[src/rtl/ikaopll_pkg.sv]
// Shared OPLL package: LFO defaults, TEST register bit map and the PM step type shared with the PG.
package ikaopll_pkg;

    localparam int unsigned AM_MAX_DEFAULT      = 105;
    localparam int unsigned PM_PRESC_W_DEFAULT  = 10;
    localparam int unsigned AM_PRESC_W_DEFAULT  = 6;

    localparam int unsigned TEST_FAST_LFO       = 3;
    localparam int unsigned TEST_LFO_CLR        = 1;

    localparam int unsigned PM_CNT_W            = 3;
    localparam int unsigned AM_LVL_W            = 7;
    localparam int unsigned AM_VAL_W            = 4;
    localparam int unsigned TEST_W              = 4;

    typedef logic [PM_CNT_W-1:0] pm_step_t;

    typedef enum logic {
        AM_UP   = 1'b0,
        AM_DOWN = 1'b1
    } am_dir_e;

endpackage

[src/rtl/ikaopll_lfo_if.sv]
// LFO bus: frame timing and TEST controls in, vibrato/tremolo values out.
interface ikaopll_lfo_if;

    logic                                   i_phi1_NCEN_n;
    logic                                   i_CYCLE_21;
    logic [ikaopll_pkg::TEST_W-1:0]         i_TEST;
    ikaopll_pkg::pm_step_t                  o_PMVAL;
    logic [ikaopll_pkg::AM_VAL_W-1:0]       o_AMVAL;

    modport master (
        output i_phi1_NCEN_n,
        output i_CYCLE_21,
        output i_TEST,
        input  o_PMVAL,
        input  o_AMVAL
    );

    modport slave (
        input  i_phi1_NCEN_n,
        input  i_CYCLE_21,
        input  i_TEST,
        output o_PMVAL,
        output o_AMVAL
    );

endinterface

[src/rtl/ikaopll_lfo_am_tri.sv]
// Tremolo level generator: 0..AM_MAX..0 triangle; peak and trough each held for exactly one step.
module ikaopll_lfo_am_tri
    import ikaopll_pkg::*;
#(
    parameter int unsigned AM_MAX = AM_MAX_DEFAULT
) (
    input  logic                emuclk,
    input  logic                i_RST_n,
    input  logic                i_tick,
    input  logic                i_clr,
    input  logic                i_step,
    output logic [AM_LVL_W-1:0] am_level,
    output am_dir_e             am_dir
);

    logic [AM_LVL_W-1:0] am_level_nxt;
    am_dir_e             am_dir_nxt;

    // State register.
    always_ff @(posedge emuclk) begin
        if (!i_RST_n) begin
            am_level <= '0;
            am_dir   <= AM_UP;
        end else begin
            am_level <= am_level_nxt;
            am_dir   <= am_dir_nxt;
        end
    end

    // Next level/direction; direction flips in the same step that lands on a turning point.
    always_comb begin
        am_level_nxt = am_level;
        am_dir_nxt   = am_dir;
        if (i_tick) begin
            if (i_clr) begin
                am_level_nxt = '0;
                am_dir_nxt   = AM_UP;
            end else if (i_step) begin
                if (am_dir == AM_UP) begin
                    am_level_nxt = am_level + AM_LVL_W'(1);
                    if (am_level_nxt == AM_LVL_W'(AM_MAX)) begin
                        am_dir_nxt = AM_DOWN;
                    end
                end else begin
                    am_level_nxt = am_level - AM_LVL_W'(1);
                    if (am_level_nxt == '0) begin
                        am_dir_nxt = AM_UP;
                    end
                end
            end
        end
    end

endmodule

[src/rtl/ikaopll_lfo.sv]
// OPLL global LFO: per-frame vibrato step (o_PMVAL) and tremolo attenuation (o_AMVAL).
// Optional IKAOPLL_LFO_DEBUG_EN adds the o_DBG_STATE snapshot port.
module ikaopll_lfo
    import ikaopll_pkg::*;
#(
    parameter int unsigned PM_PRESC_W = PM_PRESC_W_DEFAULT,
    parameter int unsigned AM_PRESC_W = AM_PRESC_W_DEFAULT,
    parameter int unsigned AM_MAX     = AM_MAX_DEFAULT
) (
    input  logic            emuclk,
    input  logic            i_RST_n,
    ikaopll_lfo_if.slave    lfo_bus
`ifdef IKAOPLL_LFO_DEBUG_EN
    ,
    output logic [22:0]     o_DBG_STATE
`endif
);

    logic [PM_PRESC_W-1:0] pm_presc;
    logic [AM_PRESC_W-1:0] am_presc;
    pm_step_t              pm_cnt;
    logic [AM_LVL_W-1:0]   am_level;
    am_dir_e               am_dir;

    logic frame_tick;
    logic lfo_fast;
    logic lfo_clr;
    logic am_step;

    // Frame tick qualification and TEST decode.
    always_comb begin
        frame_tick = !lfo_bus.i_phi1_NCEN_n && lfo_bus.i_CYCLE_21;
        lfo_fast   = lfo_bus.i_TEST[TEST_FAST_LFO];
        lfo_clr    = lfo_bus.i_TEST[TEST_LFO_CLR];
        am_step    = lfo_fast || (&am_presc);
    end

    // Prescalers and vibrato counter; a slow step fires on the tick where the prescaler wraps.
    always_ff @(posedge emuclk) begin
        if (!i_RST_n) begin
            pm_presc <= '0;
            am_presc <= '0;
            pm_cnt   <= '0;
        end else if (frame_tick) begin
            if (lfo_clr) begin
                pm_presc <= '0;
                am_presc <= '0;
                pm_cnt   <= '0;
            end else begin
                pm_presc <= pm_presc + PM_PRESC_W'(1);
                am_presc <= am_presc + AM_PRESC_W'(1);
                if (lfo_fast || (&pm_presc)) begin
                    pm_cnt <= pm_cnt + PM_CNT_W'(1);
                end
            end
        end
    end

    ikaopll_lfo_am_tri #(
        .AM_MAX     (AM_MAX)
    ) u_am_tri (
        .emuclk     (emuclk),
        .i_RST_n    (i_RST_n),
        .i_tick     (frame_tick),
        .i_clr      (lfo_clr),
        .i_step     (am_step),
        .am_level   (am_level),
        .am_dir     (am_dir)
    );

    // Outputs come straight from state flops, so they hold for the whole frame.
    assign lfo_bus.o_PMVAL = pm_cnt;
    assign lfo_bus.o_AMVAL = am_level[AM_LVL_W-1:AM_LVL_W-AM_VAL_W];

`ifdef IKAOPLL_LFO_DEBUG_EN
    // Debug snapshot, taken directly from the state registers.
    assign o_DBG_STATE = {1'(am_dir), am_level, pm_cnt, 6'(am_presc), 6'(pm_presc)};
`endif

    // TEST bits owned by other blocks; level LSBs only visible through the debug port.
    logic unused_ok;
    assign unused_ok = &{1'b0, lfo_bus.i_TEST[2], lfo_bus.i_TEST[0], 1'(am_dir), am_level[2:0]};

endmodule
[src/flat_wrapper.sv]
// flat-port wrapper written by rule: the top's interface ports become plain ports
module ikaopll_lfo_flat import ikaopll_pkg::*;
#(
    parameter int unsigned PM_PRESC_W = PM_PRESC_W_DEFAULT,
    parameter int unsigned AM_PRESC_W = AM_PRESC_W_DEFAULT,
    parameter int unsigned AM_MAX     = AM_MAX_DEFAULT
)
  (emuclk, i_RST_n, lfo_bus_i_phi1_NCEN_n, lfo_bus_i_CYCLE_21, lfo_bus_i_TEST, lfo_bus_o_PMVAL, lfo_bus_o_AMVAL);
  ikaopll_lfo_if lfo_bus_i ();
  input  logic emuclk;
  input  logic i_RST_n;
  input wire logic [$bits(lfo_bus_i.i_phi1_NCEN_n)-1:0] lfo_bus_i_phi1_NCEN_n;
  input wire logic [$bits(lfo_bus_i.i_CYCLE_21)-1:0] lfo_bus_i_CYCLE_21;
  input wire logic [$bits(lfo_bus_i.i_TEST)-1:0] lfo_bus_i_TEST;
  output wire logic [$bits(lfo_bus_i.o_PMVAL)-1:0] lfo_bus_o_PMVAL;
  output wire logic [$bits(lfo_bus_i.o_AMVAL)-1:0] lfo_bus_o_AMVAL;
  assign lfo_bus_i.i_phi1_NCEN_n = lfo_bus_i_phi1_NCEN_n;
  assign lfo_bus_i.i_CYCLE_21 = lfo_bus_i_CYCLE_21;
  assign lfo_bus_i.i_TEST = lfo_bus_i_TEST;
  assign lfo_bus_o_PMVAL = lfo_bus_i.o_PMVAL;
  assign lfo_bus_o_AMVAL = lfo_bus_i.o_AMVAL;
  ikaopll_lfo #(.PM_PRESC_W(PM_PRESC_W), .AM_PRESC_W(AM_PRESC_W), .AM_MAX(AM_MAX)) u_core (.emuclk(emuclk), .i_RST_n(i_RST_n), .lfo_bus(lfo_bus_i));
endmodule
[config.mk]
export PLATFORM = sky130hd
export DESIGN_NAME = ikaopll_lfo_flat
export DESIGN_NICKNAME = d
export VERILOG_FILES = /design/src/rtl/ikaopll_pkg.sv /design/src/rtl/ikaopll_lfo_if.sv /design/src/rtl/ikaopll_lfo_am_tri.sv /design/src/rtl/ikaopll_lfo.sv /design/src/flat_wrapper.sv
export SDC_FILE = /design/constraint.sdc
export NUM_CORES = 1
export LEC_CHECK = 0
export CAP_MARGIN = 20
export CELL_PAD_IN_SITES_DETAIL_PLACEMENT = 0
export CELL_PAD_IN_SITES_GLOBAL_PLACEMENT = 1
export CORE_ASPECT_RATIO = 1.75
export CORE_MARGIN = 1
export CORE_UTILIZATION = 47
export DETAILED_ROUTE_END_ITERATION = 7
export DONT_BUFFER_PORTS = 1
export GPL_TIMING_DRIVEN = 0
export HOLD_SLACK_MARGIN = 0.06
export PLACE_DENSITY_LB_ADDON = 0.1
export SLEW_MARGIN = 10
export SYNTH_ARGS = -nofsm -noshare
export SYNTH_HDL_FRONTEND = slang
export SYNTH_HIERARCHICAL = 1
export SYNTH_SLANG_ARGS = --single-unit
[constraint.sdc]
create_clock -name emuclk -period 2.4 [get_ports emuclk]
set_input_delay 0.48 -clock emuclk [delete_from_list [all_inputs] [get_ports emuclk]]
set_output_delay 0.48 -clock emuclk [all_outputs]
set_load 0.1 [all_outputs]
# Word level (Yosys, flattened, before mapping)
# Index checks and enable logic that the tools add are counted.
# W data, S select, Z words.
[totals] ff_bits=27 in_bits=8 out_inout_bits=7 elab_cells=34
[classes] add_sub_neg=5 eq_ne=1 n_mux=12 reduce_logical=11
[op_table] op="$mux W7" n=3
[op_table] op="$add A10 B1 Y10 const B" n=1
[op_table] op="$mux W10" n=1
[op_table] op="$reduce_and A10 Y1" n=1
[op_table] op="$add A7 B1 Y7 const B" n=1
[op_table] op="$eq A7 B7 Y1 const B" n=1
[op_table] op="$logic_not A7 Y1" n=1
[op_table] op="$sub A7 B1 Y7 const B" n=1
[op_table] op="$add A6 B1 Y6 const B" n=1
[op_table] op="$mux W3" n=2
[op_table] op="$mux W6" n=1
[op_table] op="$reduce_and A6 Y1" n=1
[op_table] op="$mux W1" n=5
[op_table] op="$reduce_and A2 Y1" n=2
[op_table] op="$reduce_bool A2 Y1" n=2
[op_table] op="$add A3 B1 Y3 const B" n=1
[op_table] op="$logic_or A1 B1 Y1" n=2
[op_table] op="$logic_and A1 B1 Y1" n=1
[op_table] op="$logic_not A1 Y1" n=1

# Depth between registers and ports, before layout
[logic_depth] ltp_word=6 ltp_mapped=8 depth_no_buf=8

# Cells and area by module
# The synthesis kept the hierarchy.
[by_module_without_submodules] module="ikaopll_lfo" n_inst=1 cells_per_inst=103 area_per_inst_um2=920.9 seq_area_each_um2=380.4
[by_module_without_submodules] module="ikaopll_lfo_am_tri" n_inst=1 cells_per_inst=90 area_per_inst_um2=743.2 seq_area_each_um2=160.2

# Least setup slack after synthesis
# Ideal clock, no wire load.
[synth_timing] path_kind="register to register" startpoint="register u_core.u_am_tri.am_level[4]" endpoint="register u_core.u_am_tri.am_level[4]" setup_ps=70 t_arrival_ps=1881 required_time_ps=2330 path_slack_ps=449 path_stages_with_launch=6 path_buffers=1 period_less_slack_ps=1951 cell_sequence="dfxtp_1 -> buf_4 -> mux2_2 -> o22ai_1 -> nand3_1 -> a21oi_1"
[synth_via] elab_chain_cells=4 elab_cells_between_ends=5 cone_classes="2 x add/sub; 3 x mux"
[synth_lines] element="start: declaration" line_no="ikaopll_lfo_am_tri.sv:12" rtl="output logic [AM_LVL_W-1:0] am_level,"
[synth_lines] element="start signal: assignment" line_no="ikaopll_lfo_am_tri.sv:25" rtl="am_level <= am_level_nxt;"
[synth_lines] element="$add A7 B1 Y7 / $sub A7 B1 Y7 (equally long branches)" line_no="ikaopll_lfo_am_tri.sv:40, ikaopll_lfo_am_tri.sv:45"
[synth_lines] element="$mux W7 (*)" line_no="ikaopll_lfo_am_tri.sv:39" rtl="if (am_dir == AM_UP) begin"
[synth_lines] element="$mux W7 (*)" line_no="ikaopll_lfo_am_tri.sv:38" rtl="end else if (i_step) begin"
[synth_lines] element="$mux W7 (*)" line_no="ikaopll_lfo_am_tri.sv:35" rtl="if (i_clr) begin"
# Every way passes the cells marked *; elsewhere a longest branch is shown, timed or not. The select of a mux whose other input is x is not followed.
# A chain may end at the register's enable or synchronous reset.

# Worst setup path after layout
[layout_timing] startpoint="register u_core.u_am_tri.am_level[3]" endpoint="register u_core.u_am_tri.am_dir"
[layout_via] elab_chain_cells=6 elab_cells_between_ends=9 cone_classes="2 x add/sub; 1 x eq/ne; 5 x mux; 1 x reduce/logical"
[layout_lines] element="$add A7 B1 Y7 / $sub A7 B1 Y7 (equally long branches)" line_no="ikaopll_lfo_am_tri.sv:40, ikaopll_lfo_am_tri.sv:45"
[layout_lines] element="$eq A7 B7 Y1 / $logic_not A7 Y1 (equally long branches)" line_no="ikaopll_lfo_am_tri.sv:41, ikaopll_lfo_am_tri.sv:46"
[layout_lines] element="$mux W1 (on tied branches)" line_no="ikaopll_lfo_am_tri.sv:41, ikaopll_lfo_am_tri.sv:46"
[layout_lines] element="$mux W1 (*)" line_no="ikaopll_lfo_am_tri.sv:39"
[layout_lines] element="$mux W1 (*)" line_no="ikaopll_lfo_am_tri.sv:38"
[layout_lines] element="$mux W1 (*)" line_no="ikaopll_lfo_am_tri.sv:35"
[layout_lines] element="end signal: assignment" line_no="ikaopll_lfo_am_tri.sv:26" rtl="am_dir <= am_dir_nxt;"
[layout_lines] element="end: declaration" line_no="ikaopll_lfo_am_tri.sv:13" rtl="output am_dir_e am_dir"
# Marks and branches as above.

==> metrics.md <==
| Metric | Value |
|---|---|
| Status | finished clean |
| Tightest Hold Check Type | primary input to flip-flop |
| DR pass1 iterations | 4 |
| Die height | between 80 and 90 um |
| Post-synth EDFFs | 0 |
| Gr ovfl total | 0 |
| Maximum clock rate | 0.4585 GHz |
| Nets | about 210 |
| Final max-slew violation count | 0 |
| Asr flop ratio synth | 0% |
| Hold_ws | between 0.2 and 0.3 ns |
| Seq/Total Area, Yosys | between 30% and 40% |
| DPL Wire Length | 2836 um |
| Mapped Cells | 193 |
| Pwr dens | approximately 440 nW/um2 |
| Area growth from synthesis to layout | 6.165% |
| Worst-path maximum fanout | 4 |
| Hold Vio Cnt, Final | 0 |
| CP Launch Type | flip-flop |
| Ports | 15 |
| Worst-path clk slew | about 0.09 ns |
| Routed vias | ~1400 |
| Initial core utilization | between 40% and 50% |
| Core Area | between 3000 and 4000 um2 |
| Post-CTS sizing | 0 |
| Worst skew pair latency | between 0.2 and 0.3 ns |
| CTS Buf Count | 3 |
| Placed insts | approximately 240 |
| Longest Clk Path Bufs | 2 |
| First-pass GRT wire length | 5796 um |
| Hold buffer count at cts | 0 |
| Mean Syn Cell Area | 8.622 um2 |
| Rows | 28 |
| Period utilization | about nine tenths |
| Largest net degree at the start of global routing | 16 |
| CTS root buffer | clkbuf_8 |
| Gp weighted congestion | about 0.86 |
| Worst-margin pin slew | 1.099 ns |
| Critical path class | flip-flop to flip-flop |
| Unrepaired setup endpoints after global routing | false |
| Post-CTS Setup Bufs | 0 |
| Largest family of logic cells by synthesized area | simple AND/OR/NAND/NOR gates |
| VDD IR max | between 0.2 and 0.25 mV |
| Crit path required time | ~2.6 ns |
| CP Capture Type | flip-flop |
| Endpoints failing setup | 0 |
| Die W | between 40 and 50 um |
| Post-synthesis xor/xnor area fraction | around 8% |
| Unique masters post-synth | 53 |
| Seq cells post-synth | 27 |
| CTS sink count | 27 |
| Count leader, synth | dfxtp_1 |
| H-tree lvl count | 1 |
| ANT nets after route | 0 |
| Mapped Area | 1664 um2 |
| Port bufs | 0 |
| Simple-gate area share of the yosys netlist | between 30% and 40% |
| Layout cells sized above 1 | between 15 and 20% |
| Worst Path Arrival | around 2.4 ns |
| MaxCap Viol Count | 0 |
| Top-area cell type share of the netlist area | about 32% |
| Design area | ~1800 um2 |
| Die Area | between 3000 and 4000 um2 |
| Vias in the first global route | roughly 1300 |
| Synth warn | 6 |
| Minimum clock period | ~2.2 ns |
| Area after DPL | approximately 1700 um2 |
| Syn nets | approximately 210 |
| Most used flip-flop cell after synthesis | dfxtp_1 |
| P_leak | 0.0006872 uW |
| Compound-cell area share of the yosys netlist | ~16% |
| Clock skew | between 0.002 and 0.0025 ns |
| Initial antenna violation count | 0 |
| Post-synth top area cell | dfxtp_1 |
| Mux contribution to synthesized area | around 2.5% |
| Number of remaining DRC errors | 0 |
| Vias/cell | ~5.6 |
| Top cells by count, synth | dfxtp_1 (27), nor2_1 (22), nand2_1 (21) |
| WL final | between 3000 and 4000 um |
| DR iter-0 viols | 22 |
| GRT Total Usage | 21.15% |
| CTS tree | yes |
| Wire per inst | 15.00 um |
| Synth area leaders | dfxtp_1 (32%), ha_1 (5.3%), nor2_1 (5.0%) |
| Adder-cell area share of the yosys netlist | 5.263% |
| Setup TNS | 0 ns |
| Slew Limit Headroom | between 20% and 30% |
| Post-route non-filler standard cell count | between 200 and 250 |
| # diodes | 0 |
critical path, cell delays in order (launching register included):
cell,delay [ns]
dfxtp_1,1.02
nand4_1,0.35
xnor2_1,0.22
a41oi_1,0.28
a21oi_1,0.07
o2111a_1,0.13
where the power goes:
part / leakage [uW] / internal, uW / total [uW] / switching [uW]
clock network: 0.0000255 / 116 / 257 / 141
registers: 0.000218 / 453 / 466 / 12.7
logic: 0.000444 / 21.7 / 59.0 / 37.3
worst paths after layout:
| check | cells after the start | slack (ns) | from | endpoint |
|---|---|---|---|---|
| worst min register to register | 2 | 0.48 | u_core/pm_presc[1] | u_core/pm_presc[1] |
| worst max-delay path | 5 | 0.22 | u_core/u_am_tri/am_level[3] | u_core/u_am_tri/am_dir |
| worst min-delay path | 1 | 0.30 | lfo_bus_i_TEST[1] | u_core/lfo_bus.o_PMVAL[2] |
| worst max register to register | 5 | 0.22 | u_core/u_am_tri/am_level[3] | u_core/u_am_tri/am_dir |
cells by family after synthesis:
logic type / after synthesis
and+or+nand+nor: 87
AOI/OAI and AO/OA: 38
DFF: 27
xor gates and xnor gates: 15
buffers and inverters: 15
adders and majority gates: 7
muxes: 4
placed cells by master (no fill, tap or decap), types with 2 or more instances in the layout:
master | synthesis | routed
o21ai_1 | 3 | 3
nand3_1 | 5 | 5
ha_1 | 7 | 7
nand2b_1 | 2 | 2
clkbuf_8 | 0 | 3
buf_6 | 2 | 2
inv_1 | 5 | 5
xor2_1 | 8 | 8
and2_1 | 2 | 2
buf_4 | 4 | 4
mux2i_1 | 3 | 3
nor2_1 | 22 | 22
nand4_1 | 6 | 6
nand2_1 | 21 | 21
xnor2_1 | 7 | 7
a21oi_1 | 14 | 14
a31oi_1 | 3 | 3
a41oi_1 | 2 | 2
dfxtp_1 | 27 | 27
nor4b_2 | 2 | 2
or3_1 | 4 | 4
o21ai_0 | 6 | 6
nor3_1 | 5 | 5
and3_1 | 3 | 3
sequential cells by signal (all words and copies together), names as in the netlist:
signal / cells
u_core/u_am_tri/am_dir: 1
u_core/pm_presc: 10
u_core/u_am_tri/am_level: 7
u_core/am_presc: 6
u_core/lfo_bus.o_PMVAL: 3
metal layers:
layer	GRT usage, %	wire [um]
met5	0	0
met2	44.03	2168
met4	6.286	38
met3	1.573	81
met1	19.37	1341
through the flow:
stage | setup slack [ns] | power [uW] | util, %
after floorplan | 0.4489 | 521.7 | -
after global placement | 0.2678 | 533.7 | 51.15
after detailed placement | 0.2612 | 536.0 | 51.15
after CTS | 0.2489 | 795.1 | 52.53
after global routing | 0.1795 | 817.1 | 52.53
final | 0.2189 | 781.5 | 52.53
layout make-up:
type,count,area [um2]
fill,349,1597
buffer,8,61.31
clock buffer,3,41.29
tap,45,56.30
multi-input combinational,151,1036
sequential,27,540.5
clock inverter,1,5.005
inverter,7,26.28
Power figures use the tool's default switching activity.
